`config.mk`:
```
export PLATFORM = sky130hd
export DESIGN_NAME = ram_burst_ctrl
export DESIGN_NICKNAME = d
export VERILOG_FILES = /design/src/rtl/ram_burst_ctrl.sv
export SDC_FILE = /design/constraint.sdc
export NUM_CORES = 1
export LEC_CHECK = 0
export BUFFER_PORTS_ARGS = -buffer_cell sky130_fd_sc_hd__buf_2
export CORE_UTILIZATION = 30
export DETAILED_ROUTE_END_ITERATION = 8
export GPL_ROUTABILITY_DRIVEN = 1
export MAX_ROUTING_LAYER = met4
export SYNTH_ARGS = -nofsm -noshare
export SYNTH_HDL_FRONTEND = slang
export SYNTH_SLANG_ARGS = --single-unit
export TNS_END_PERCENT = 5
```
`constraint.sdc`:
```
create_clock -name clk -period 2.75 [get_ports clk]
set_clock_uncertainty 0.2 [all_clocks]
set_input_delay 0.6875 -clock clk [delete_from_list [all_inputs] [get_ports clk]]
set_output_delay 0.6875 -clock clk [all_outputs]
set_load 0.02 [all_outputs]
```
`src/rtl/ram_burst_ctrl.sv`:
```
// Burst controller for the 4x8 register-file RAM: accepts read/write burst requests and
// streams words to or from the RAM with valid/ready handshakes on both data directions.
module ram_burst_ctrl #(
  parameter int WORDSIZE  = 8,
  parameter int ADDR_SIZE = 2
) (
  input  logic                 clk,
  input  logic                 clr,
  input  logic                 req_valid,
  output logic                 req_ready,
  input  logic                 req_we,
  input  logic [ADDR_SIZE-1:0] req_addr,
  input  logic [ADDR_SIZE-1:0] req_len,
  input  logic                 wr_valid,
  output logic                 wr_ready,
  input  logic [WORDSIZE-1:0]  wr_data,
  output logic                 rd_valid,
  input  logic                 rd_ready,
  output logic [WORDSIZE-1:0]  rd_data,
  output logic                 rd_last,
  output logic                 busy,
  output logic [ADDR_SIZE-1:0] ram_addr,
  output logic [WORDSIZE-1:0]  ram_data_in,
  output logic                 ram_write_en,
  input  logic [WORDSIZE-1:0]  ram_data_out
);

  localparam logic [1:0] IDLE  = 2'd0;
  localparam logic [1:0] WRITE = 2'd1;
  localparam logic [1:0] READ  = 2'd2;

  logic [1:0]           state;
  logic [ADDR_SIZE-1:0] cur_addr;
  logic [ADDR_SIZE-1:0] beats_left;
  logic [WORDSIZE-1:0]  rd_data_p1;
  logic                 vld_p1;
  logic                 rd_last_p1;
  logic                 load;
  logic                 last_beat;

  function automatic logic [ADDR_SIZE-1:0] next_addr(input logic [ADDR_SIZE-1:0] a);
    return a + ADDR_SIZE'(1);
  endfunction

  assign req_ready    = (state == IDLE) && !vld_p1 && !clr;
  assign wr_ready     = (state == WRITE) && !clr;
  assign ram_write_en = (state == WRITE) && wr_valid && !clr;
  assign ram_addr     = cur_addr;
  assign ram_data_in  = wr_data;
  assign busy         = (state != IDLE);
  assign load         = (state == READ) && (!vld_p1 || rd_ready);
  assign last_beat    = (beats_left == '0);

  assign rd_valid = vld_p1;
  assign rd_data  = rd_data_p1;
  assign rd_last  = rd_last_p1;

  always_ff @(posedge clk) begin
    if (clr) begin
      state      <= IDLE;
      cur_addr   <= '0;
      beats_left <= '0;
    end else begin
      case (state)
        IDLE: begin
          if (req_valid && req_ready) begin
            cur_addr   <= req_addr;
            beats_left <= req_len;
            state      <= req_we ? WRITE : READ;
          end
        end
        WRITE: begin
          if (wr_valid) begin
            cur_addr   <= next_addr(cur_addr);
            beats_left <= beats_left - ADDR_SIZE'(1);
            if (last_beat) state <= IDLE;
          end
        end
        READ: begin
          if (load) begin
            cur_addr   <= next_addr(cur_addr);
            beats_left <= beats_left - ADDR_SIZE'(1);
            if (last_beat) state <= IDLE;
          end
        end
        default: state <= IDLE;
      endcase
    end
  end

  // stage p1: registered read word, one cycle after ram_addr
  always_ff @(posedge clk) begin
    if (clr) begin
      vld_p1     <= 1'b0;
      rd_last_p1 <= 1'b0;
      rd_data_p1 <= '0;
    end else if (load) begin
      vld_p1     <= 1'b1;
      rd_last_p1 <= last_beat;
      rd_data_p1 <= ram_data_out;
    end else if (vld_p1 && rd_ready) begin
      vld_p1     <= 1'b0;
      rd_last_p1 <= 1'b0;
    end
  end

endmodule

```
; ---- After elaboration in Yosys (flattened, before gate mapping)
; Cells that the tools add are included.
[op_classes]
addsub = 2
multipliers = 0
div_mod_pow = 0
n_lt_le_gt_ge = 0
eq_ne = 5
n_shift = 0
mux = 17
bitwise = 0
n_reduce_logical = 18
[op_table]
columns = op, n
row1 = $mux W2, 11
row2 = $pmux W2 S3, 3
row3 = $logic_and A1 B1 Y1, 8
row4 = $logic_not A2 Y1, 2
row5 = $ne A2 B2 Y1 const B, 2
row6 = $reduce_and A4 Y1, 1
row7 = $reduce_bool A2 Y1, 2
row8 = $mux W1, 3
row9 = $reduce_and A3 Y1, 1
row10 = $reduce_bool A3 Y1, 1
row11 = $add A2 B1 Y2 const B, 1
row12 = $eq A2 B1 Y1 const B, 1
row13 = $eq A2 B2 Y1 const B, 1
row14 = $logic_not A1 Y1, 2
row15 = $ne A2 B1 Y1 const B, 1
row16 = $sub A2 B1 Y2 const B, 1
row17 = $logic_or A1 B1 Y1, 1
[totals]
ff_bits = 16
latchBits = 0
mem_bits_rw = 0
romBits = 0
inputBits = 26
word_cells = 48
mem_count = 0

; ---- Depth between registers and ports, before layout
; Gate-level depths: netlist (run 1).
[logic_depth]
depth_word = 6
mapped_depth = 6

; ---- Worst setup path before layout (run 1)
; No wires, ideal clock.
[synth_timing]
kind = input port to output port
from = input port clr
to = output port ram_write_en
arrival_time_ns = 1.517
slack_ns = 0.346
cell_stages = 3
n_path_buf = 1
cell_sequence = clkbuf_1 nor2b_1 and2_1
[synth_between]
elab_chain_cells = 2
[synth_lines]
columns = item, line
row1 = "start, declared", 8  ; input logic clr,
row2 = $logic_not A1 Y1, 47  ; assign ram_write_en = (state == WRITE) && wr_valid && !clr;
row3 = $logic_and A1 B1 Y1, 47
row4 = "end, declared", 24  ; output logic ram_write_en,
; No other way between the ends.

; ---- Worst setup path after layout (run 1)
[layout_timing]
from = register state[0]
to = output port req_ready
[layout_between]
elab_chain_cells = 3
[layout_lines]
columns = item, line
row1 = "start, declared", 32  ; logic [1:0] state;
row2 = "start signal, assigned", 69  ; state <= req_we ? WRITE : READ;
row3 = $logic_not A2 Y1, 45  ; assign req_ready = (state == IDLE) && !vld_p1 && !clr;
row4 = $logic_and A1 B1 Y1 (2 in series), 45
row5 = "end, declared", 10  ; output logic req_ready,
; No other way between the ends.

==> impl_metrics.tcl, run 1 <==
set metrics [dict create \
    fp.dieH_um 55.3 \
    rsz0062_at_grt "no" \
    grt_pass1_wl_um 3090 \
    synth_ff_type "dfxtp_1" \
    critPathArrivalTime_ns 1.44 \
    cp-end-kind "output port" \
    track_usage 0.128 \
    hold_viol 0 \
    ys_seq_area_frac 0.376 \
    wl_per_cell_um 11.5 \
    leakage_nw 0.475 \
    critPathKind "reg -> out" \
    yosys.area_share.simple 0.204 \
    setup_violations 0 \
    peakVddDrop_mv 0.376 \
    synth_xor_area_frac 0 \
    ys_ff_latch 16 \
    path_clk_slew_ns 0.09 \
    synth-compound-area-share 0.222 \
    clock_sinks 16 \
    drive_gt1_frac 0.336 \
    ys_warn_count 0 \
    tightest_slew_ns 0.501 \
    fin_nets 160 \
    antenna_found_initial 0 \
    fin_crit_ns 2.33 \
    die-width_um 55.3 \
    slew_headroom 0.666 \
    cts_htree_levels 1 \
    hold_path.class "reg -> reg" \
    viasPerCell 4.92 \
    period_share 0.847 \
    synth.mux.area_fraction 0 \
    startpoint_type "register" \
    cts_max_path_buffers 2 \
    synthTopCellsByArea "dfxtp_1 38%, a21oi_1 8.2%, ha_1 7.4%" \
    root_buffer "clkbuf_4" \
    core.rowCount 18 \
    dp_hpwl_um 1400 \
    synth_top_cell_by_area "dfxtp_1" \
    place_congestion 0.715 \
    p_total_uw 985 \
    initialDrtViolationCount 24 \
    synth_cell_types 30 \
    cap_violations 0 \
    hold_buffers 0 \
    cts_resized 0 \
    yosys.area_share.adder 0.0735 \
    fin_setup_tns_ns 0 \
    fp.dieArea_um2 3050 \
    synth.top_cell.area_share 0.376 \
    syn2layout_area_growth_pct 21.0 \
    grt_max_degree 20 \
    portBuffers 33 \
    synth_edf_count 0 \
    io_pins 50 \
    cts_buffers 3 \
    num_antenna_cells 0 \
    core_area_um2 2570 \
    clkLatencyLatePin_ns 0.28 \
    synth_top_family_by_area "compound AO/OA/AOI/OAI gates" \
    drv_slew 0 \
    overflow 0 \
    grt_pass1_vias 703 \
    synth_area_um2 851 \
    status "finished, final reports clean" \
    fmax_mhz 429 \
    synth_most_common_cell "dfxtp_1" \
    postSynthCellCount 101 \
    post-cts-setup-buffer-count 0 \
    wl_um 1820 \
    drtPass1Iterations 4 \
    cp_max_fo 5 \
    vias 777 \
    synth_area_per_cell_um2 8.42 \
    ys_async_sr_fraction 0 \
    synth_commonest_cells "16 x dfxtp_1, 14 x a21oi_1, 11 x nand2_1" \
    initial_core_util 0.331 \
    ant_nets 0 \
    drc 0 \
    cts_tree "yes" \
    required_ns 1.86 \
    p_per_area_nw_per_um2 957 \
    syn_nets 132 \
]
[per-stage QoR]
stage / utilization / cells / setup WS [ns] / instance area [um2] / hold WS, ns
after floorplan: - / 101 / 0.346 / 851 / 0.278
after global placement: 0.387 / 154 / 0.280 / 993 / 0.241
after detailed placement: 0.387 / 154 / 0.248 / 993 / 0.246
after CTS: 0.401 / 158 / 0.395 / 1030 / 0.260
after global routing: 0.401 / 158 / 0.279 / 1030 / 0.282
final: 0.401 / 158 / 0.421 / 1030 / 0.255
[worst max-delay path, cell delays in order, from the launching register on]
cell and delay [ns]:
dfxtp_1 0.34, inv_1 0.10, ha_1 0.28, inv_1 0.09
nor3_1 0.16, buf_2 0.19
[cell usage in the layout (no fill, tap or decap), drive strengths merged, types with 2 or more instances in the layout]
cell    Yosys  final
inv         8      8
nor2        3      3
ha          5      5
buf         9     35
clkbuf      3      4
a211oi      3      3
o21ai       3      3
a21oi      14     14
dfxtp      16     16
nand3       8      8
nand2      11     11
nor2b       2      2
[final timing paths]
path	start	end	slack, ns	cells past startpoint
min reg2reg	rd_data[1]	rd_data[1]	0.26	2
min	rd_data[1]	rd_data[1]	0.26	2
max reg2reg	state[0]	ram_addr[1]	0.57	6
max	state[0]	req_ready	0.42	5
[registers in the layout, indices dropped and copies added, names as in the netlist]
signal	flops
ram_addr	2
state	2
beats_left	2
rd_data	8
rd_last	1
rd_valid	1
[kinds of logic (layout without fill, tap and decap cells)]
kind of cell    Yosys count  in the layout
simple gates             33             33
flops                    16             16
compound gates           27             27
buf+inv                  20             47
fa+ha+maj                 5              5
[cell type report]
class	instances	area [um2]
fillers	281	1540
flip-flops and latches	16	320
well taps	30	37.5
multi-input cells	65	425
clock buffers	4	36.3
repair buffers	35	180
inverters	8	30.0
[power breakdown]
| part | total [mW] | internal [mW] | leakage, nW | switching [mW] |
|---|---|---|---|---|
| Combinational | 0.503 | 0.199 | 0.323 | 0.304 |
| Sequential | 0.329 | 0.292 | 0.131 | 0.0371 |
| Clock | 0.153 | 0.0805 | 0.0210 | 0.0724 |
[metal layers]
metal | GRT usage | vias up | wire length (um)
met4 | 0.0643 | 0 | 21
li1 | - | 399 | -
met1 | 0.159 | 352 | 821
met2 | 0.203 | 24 | 872
met5 | - | - | 0
met3 | 0.0164 | 2 | 101
(Power assumes the default switching activity.)
==> inputs of run 2 (changes only) <==
==> constraint.sdc (replaced) <==
create_clock -name clk -period 2.19 [get_ports clk]
set_clock_uncertainty 0.2 [all_clocks]
set_input_delay 0.5475 -clock clk [delete_from_list [all_inputs] [get_ports clk]]
set_output_delay 0.5475 -clock clk [all_outputs]
set_load 0.02 [all_outputs]
==> impl_metrics.tcl, run 2 (synthesis results as in run 1) <==
set metrics [dict create \
    initial_core_util 0.331 \
    syn2layout_area_growth_pct 25.1 \
    die-width_um 55.3 \
    swShare 0.409 \
    cts_htree_levels 1 \
    place_congestion 0.723 \
    holdPathStages 2 \
    hold_buffers 0 \
    portBuffers 33 \
    num_antenna_cells 0 \
    fillers 269 \
    cts_tree "yes" \
    place_area_um2 1020 \
    slew_headroom 0.734 \
    core_area_um2 2570 \
    peakVddDrop_mv 0.489 \
    io_pins 50 \
    placed_cells 157 \
    cpMaxStageDelayCell "dfxtp_1" \
    drv_slew 0 \
    final_cell_mix "33 x buf_2, 16 x dfxtp_1, 14 x a21oi_1, 11 x nand2_1, 8 x nand3_1" \
    p_switching_uw 546 \
    startpoint_type "register" \
    pwr-share-comb 0.544 \
    initialDrtViolationCount 15 \
    post-cts-setup-buffer-count 0 \
    tightest_slew_ns 0.399 \
    holdWs_ns 0.258 \
    track_usage 0.134 \
    internal_power_uw 790 \
    cp-end-kind "output port" \
    period_share 0.962 \
    final_util 0.415 \
    rsz0062_at_grt "no" \
    overflow 0 \
    fin_cells 161 \
    fp.dieH_um 55.3 \
    fp.dieArea_um2 3050 \
    drtPass1Iterations 4 \
    fmax_mhz 475 \
    grt_pass1_wl_um 3280 \
    cts_buffers 3 \
    p_per_area_nw_per_um2 1250 \
    finish.instance_area_um2 1060 \
    critPathKind "reg -> out" \
    cp_max_fo 3 \
    cp_cell_sequence "inv_2, ha_1, nor2b_1, and2_1, buf_2" \
    drc 0 \
    status "finished, final reports clean" \
    drive_gt1_frac 0.374 \
    root_buffer "clkbuf_4" \
    setup_violations 0 \
    grt_pass1_vias 738 \
    multiInputGateArea_um2 438 \
    grt_max_degree 20 \
    hold_viol 0 \
    viasPerCell 4.90 \
    fin_crit_ns 2.11 \
    cts_max_path_buffers 2 \
    clock_power_share 0.144 \
    critPathArrivalTime_ns 1.36 \
    r2r_cells 4 \
    required_ns 1.44 \
    core.rowCount 18 \
    cap_violations 0 \
    largest_reg_flops 8 \
    dp_hpwl_um 1420 \
    seqCellArea_um2 320 \
    p_total_mw 1.34 \
    leakage_nw 0.491 \
    fin_nets 163 \
    antenna_found_initial 0 \
    ant_nets 0 \
    layout_commonest_cell "buf_2" \
    path_clk_slew_ns 0.09 \
    clock_sinks 16 \
    wl_um 1960 \
    hold_path.class "reg -> reg" \
    wl_per_cell_um 12.2 \
    vias 789 \
    pwr-share-seq 0.312 \
    cpPeakStageDelay_ns 0.39 \
    clkLatencyLatePin_ns 0.28 \
]
run 2: cell types whose count changed in the layout (fill, tap and decap cells not counted):
| cell | before | now |
|---|---|---|
| ha_4 | 0 | 1 |
| buf_4 | 2 | 5 |
| ha_1 | 5 | 4 |
| inv_2 | 0 | 2 |
| inv_1 | 8 | 6 |
run 2: layout make-up:
class,count,share of cell area
multi-input combinational,65,0.411
sequential,16,0.301
timing repair buffer,38,0.190
tap,30,0.0353
clock buffer,4,0.0341
inverter,8,0.0282
run 2: worst max-delay path: cells and delay by family (launching register included):
kind | cells | cell delay [ns]
buffers and inverters | 2 | 0.23
adder cells (fa/ha/maj) | 1 | 0.18
flip-flops | 1 | 0.39
AND/OR/NAND/NOR | 2 | 0.28
run 2: repair_timing:
action | in CTS | in global routing
endpoints found under the hold margin | 0 | 0
gates cloned | 0 | 0
endpoints found under the setup margin | 1 | 3
pin swaps | 0 | 1
resized for setup | 1 | 3
run 2: final timing paths:
path	start	endpoint	slack, ns
min reg2reg	rd_data[7]	rd_data[7]	0.26
max	state[1]	ram_write_en	0.08
max reg2reg	rd_valid	ram_addr[1]	0.20
min	rd_data[7]	rd_data[7]	0.26
run 2: power groups by stage:
stage               sequential (mW)  clock [mW]  combinational (mW)
floorplan                     0.468           0               0.435
global placement              0.418           0               0.669
detailed placement            0.420           0               0.688
CTS                           0.414       0.202               0.701
global route                  0.427       0.215               0.796
finish                        0.416       0.193               0.726
run 2: through the flow:
step / TNS, ns / setup slack [ns]
2_1_floorplan: 0 / 0.0585
6_report: 0 / 0.0838
5_1_grt: 0 / 0.0240
3_5_place_dp: -0.193 / -0.0835
4_1_cts: 0 / 0.0514
3_3_place_gp: -0.0767 / -0.0573
run 2: routing by layer:
| layer | wire, um | global-route usage |
|---|---|---|
| met1 | 828 | 0.157 |
| met5 | 0 | - |
| met2 | 990 | 0.219 |
| met4 | 20 | 0.0750 |
| met3 | 121 | 0.0211 |
==> inputs of run 3 (changes only) <==
--- a/config.mk
+++ b/config.mk
@@ -6,10 +6,13 @@
 export NUM_CORES = 1
 export LEC_CHECK = 0
 export BUFFER_PORTS_ARGS = -buffer_cell sky130_fd_sc_hd__buf_2
-export CORE_UTILIZATION = 30
+export CELL_PAD_IN_SITES_DETAIL_PLACEMENT = 0
+export CELL_PAD_IN_SITES_GLOBAL_PLACEMENT = 1
+export CORE_UTILIZATION = 29
 export DETAILED_ROUTE_END_ITERATION = 8
 export GPL_ROUTABILITY_DRIVEN = 1
 export MAX_ROUTING_LAYER = met4
+export PLACE_DENSITY_LB_ADDON = 0.1
 export SYNTH_ARGS = -nofsm -noshare
 export SYNTH_HDL_FRONTEND = slang
 export SYNTH_SLANG_ARGS = --single-unit
==> impl_metrics.tcl, run 3 (synthesis results as in run 1) <==
set metrics [dict create \
    status "finished, final reports clean" \
    largest_reg_flops 8 \
    vias 793 \
    fin_crit_ns 2.09 \
    place_ws_ns -0.0565 \
    grt_pass1_wl_um 3290 \
    clkLatencyLatePin_ns 0.29 \
    wl_um 1940 \
    rr_startpoint "state[0]" \
    antenna_found_initial 0 \
    dp_hpwl_um 1360 \
    initial_core_util 0.309 \
    portBuffers 33 \
    grt_pass1_vias 735 \
    cp-end-kind "output port" \
    num_antenna_cells 0 \
    startpoint_type "register" \
    fin_cells 164 \
    fp.dieH_um 56.2 \
    p_switching_uw 554 \
    required_ns 1.44 \
    cts_buffers 3 \
    grt.busiest_layer "met2" \
    hold_viol 0 \
    p_per_area_nw_per_um2 1260 \
    fin_nets 165 \
    drc 0 \
    place_area_um2 1020 \
    period_share 0.956 \
    fmax_mhz 478 \
    cts_max_path_buffers 2 \
    placed_cells 158 \
    cts_tree "yes" \
    p_total_mw 1.37 \
    root_buffer "clkbuf_4" \
    leakage_nw 0.502 \
    clock_power_share 0.147 \
    holdWs_ns 0.257 \
    peakVddDrop_mv 0.519 \
    pwr-share-seq 0.304 \
    holdPathStages 2 \
    initialDrtViolationCount 10 \
    fp.dieArea_um2 3150 \
    seqCellArea_um2 323 \
    tightest_slew_ns 0.387 \
    place_congestion 0.690 \
    multiInputGateArea_um2 440 \
    critPathArrivalTime_ns 1.35 \
    internal_power_uw 813 \
    overflow 0 \
    rsz0062_at_grt "no" \
    drtPass1Iterations 4 \
    wl_per_cell_um 11.8 \
    hold_path.class "reg -> reg" \
    worst_slack_ns 0.0973 \
    min_to "rd_data[0]" \
    die-width_um 56.2 \
    final_cell_mix "33 x buf_2, 14 x a21oi_1, 14 x dfxtp_1, 11 x nand2_1, 8 x nand3_1" \
    core_area_um2 2760 \
    hp-start "rd_data[0]" \
    core.rowCount 19 \
    grt_max_degree 20 \
    clock_sinks 16 \
    r2r_end "beats_left[0]" \
    finish.instance_area_um2 1090 \
    r2r_cells 7 \
    layout_commonest_cell "buf_2" \
    use_met3 0.0233 \
    use_met2 0.194 \
    slew_headroom 0.742 \
    io_pins 50 \
    drv_slew 0 \
    syn2layout_area_growth_pct 27.6 \
    use_met1 0.179 \
    setup_violations 0 \
    path_clk_slew_ns 0.10 \
    pwr-share-comb 0.549 \
    swShare 0.405 \
    fin_setup_tns_ns 0 \
    cp_max_fo 3 \
    critPathKind "reg -> out" \
    ant_nets 0 \
    cap_violations 0 \
    track_usage 0.135 \
    drive_gt1_frac 0.398 \
    final_util 0.394 \
    cts_htree_levels 1 \
    fillers 303 \
    viasPerCell 4.84 \
    reg2reg_slack_ns 0.17 \
]
==> run 3: cell types whose count changed in the layout (fill, tap and decap cells not counted), sizes merged <==
cell and delta:
buf +2
==> run 3: final cells by class <==
type | instances | share of cell area
multi-input cells | 65 | 0.406
flip-flops and latches | 16 | 0.297
repair buffers | 40 | 0.200
well taps | 31 | 0.0357
clock buffers | 4 | 0.0334
inverters | 8 | 0.0276
==> run 3: metal layers <==
layer	up-vias	routed length [um]	share of wire
met5	-	0	0
met4	0	37	0.019
met3	8	94	0.048
met2	22	858	0.44
met1	359	949	0.49
li1	404	-	-
==> run 3: worst max-delay path by stage <==
stage          startpoint       endpoint  slack (ns)
2_1_floorplan         clr    ram_addr[1]        0.06
3_3_place_gp          clr    ram_addr[1]       -0.04
3_5_place_dp          clr    ram_addr[1]       -0.06
4_1_cts          state[0]      req_ready        0.04
5_1_grt          state[0]  beats_left[0]       0.001
6_report         state[1]   ram_write_en         0.1
==> run 3: worst max-delay path, stage by stage (launching register included) <==
cell     delay, ns
dfxtp_2       0.36
inv_2         0.06
ha_1          0.19
nor2b_2       0.15
and2_1        0.15
buf_2         0.15
==> run 3: timing repair <==
| item | 4_1_cts | 5_1_grt |
|---|---|---|
| endpoints found under the setup margin | 1 | 3 |
| hold buffers | 0 | 0 |
| buffers inserted | 0 | 2 |
| gates resized for setup | 1 | 5 |
==> run 3: power by group through the flow <==
stage / Clock, mW / Combinational (mW) / Sequential, mW
CTS: 0.212 / 0.687 / 0.411
finish: 0.200 / 0.751 / 0.416
global placement: 0 / 0.675 / 0.417
floorplan: 0 / 0.435 / 0.468
detailed placement: 0 / 0.678 / 0.417
global route: 0.220 / 0.830 / 0.430
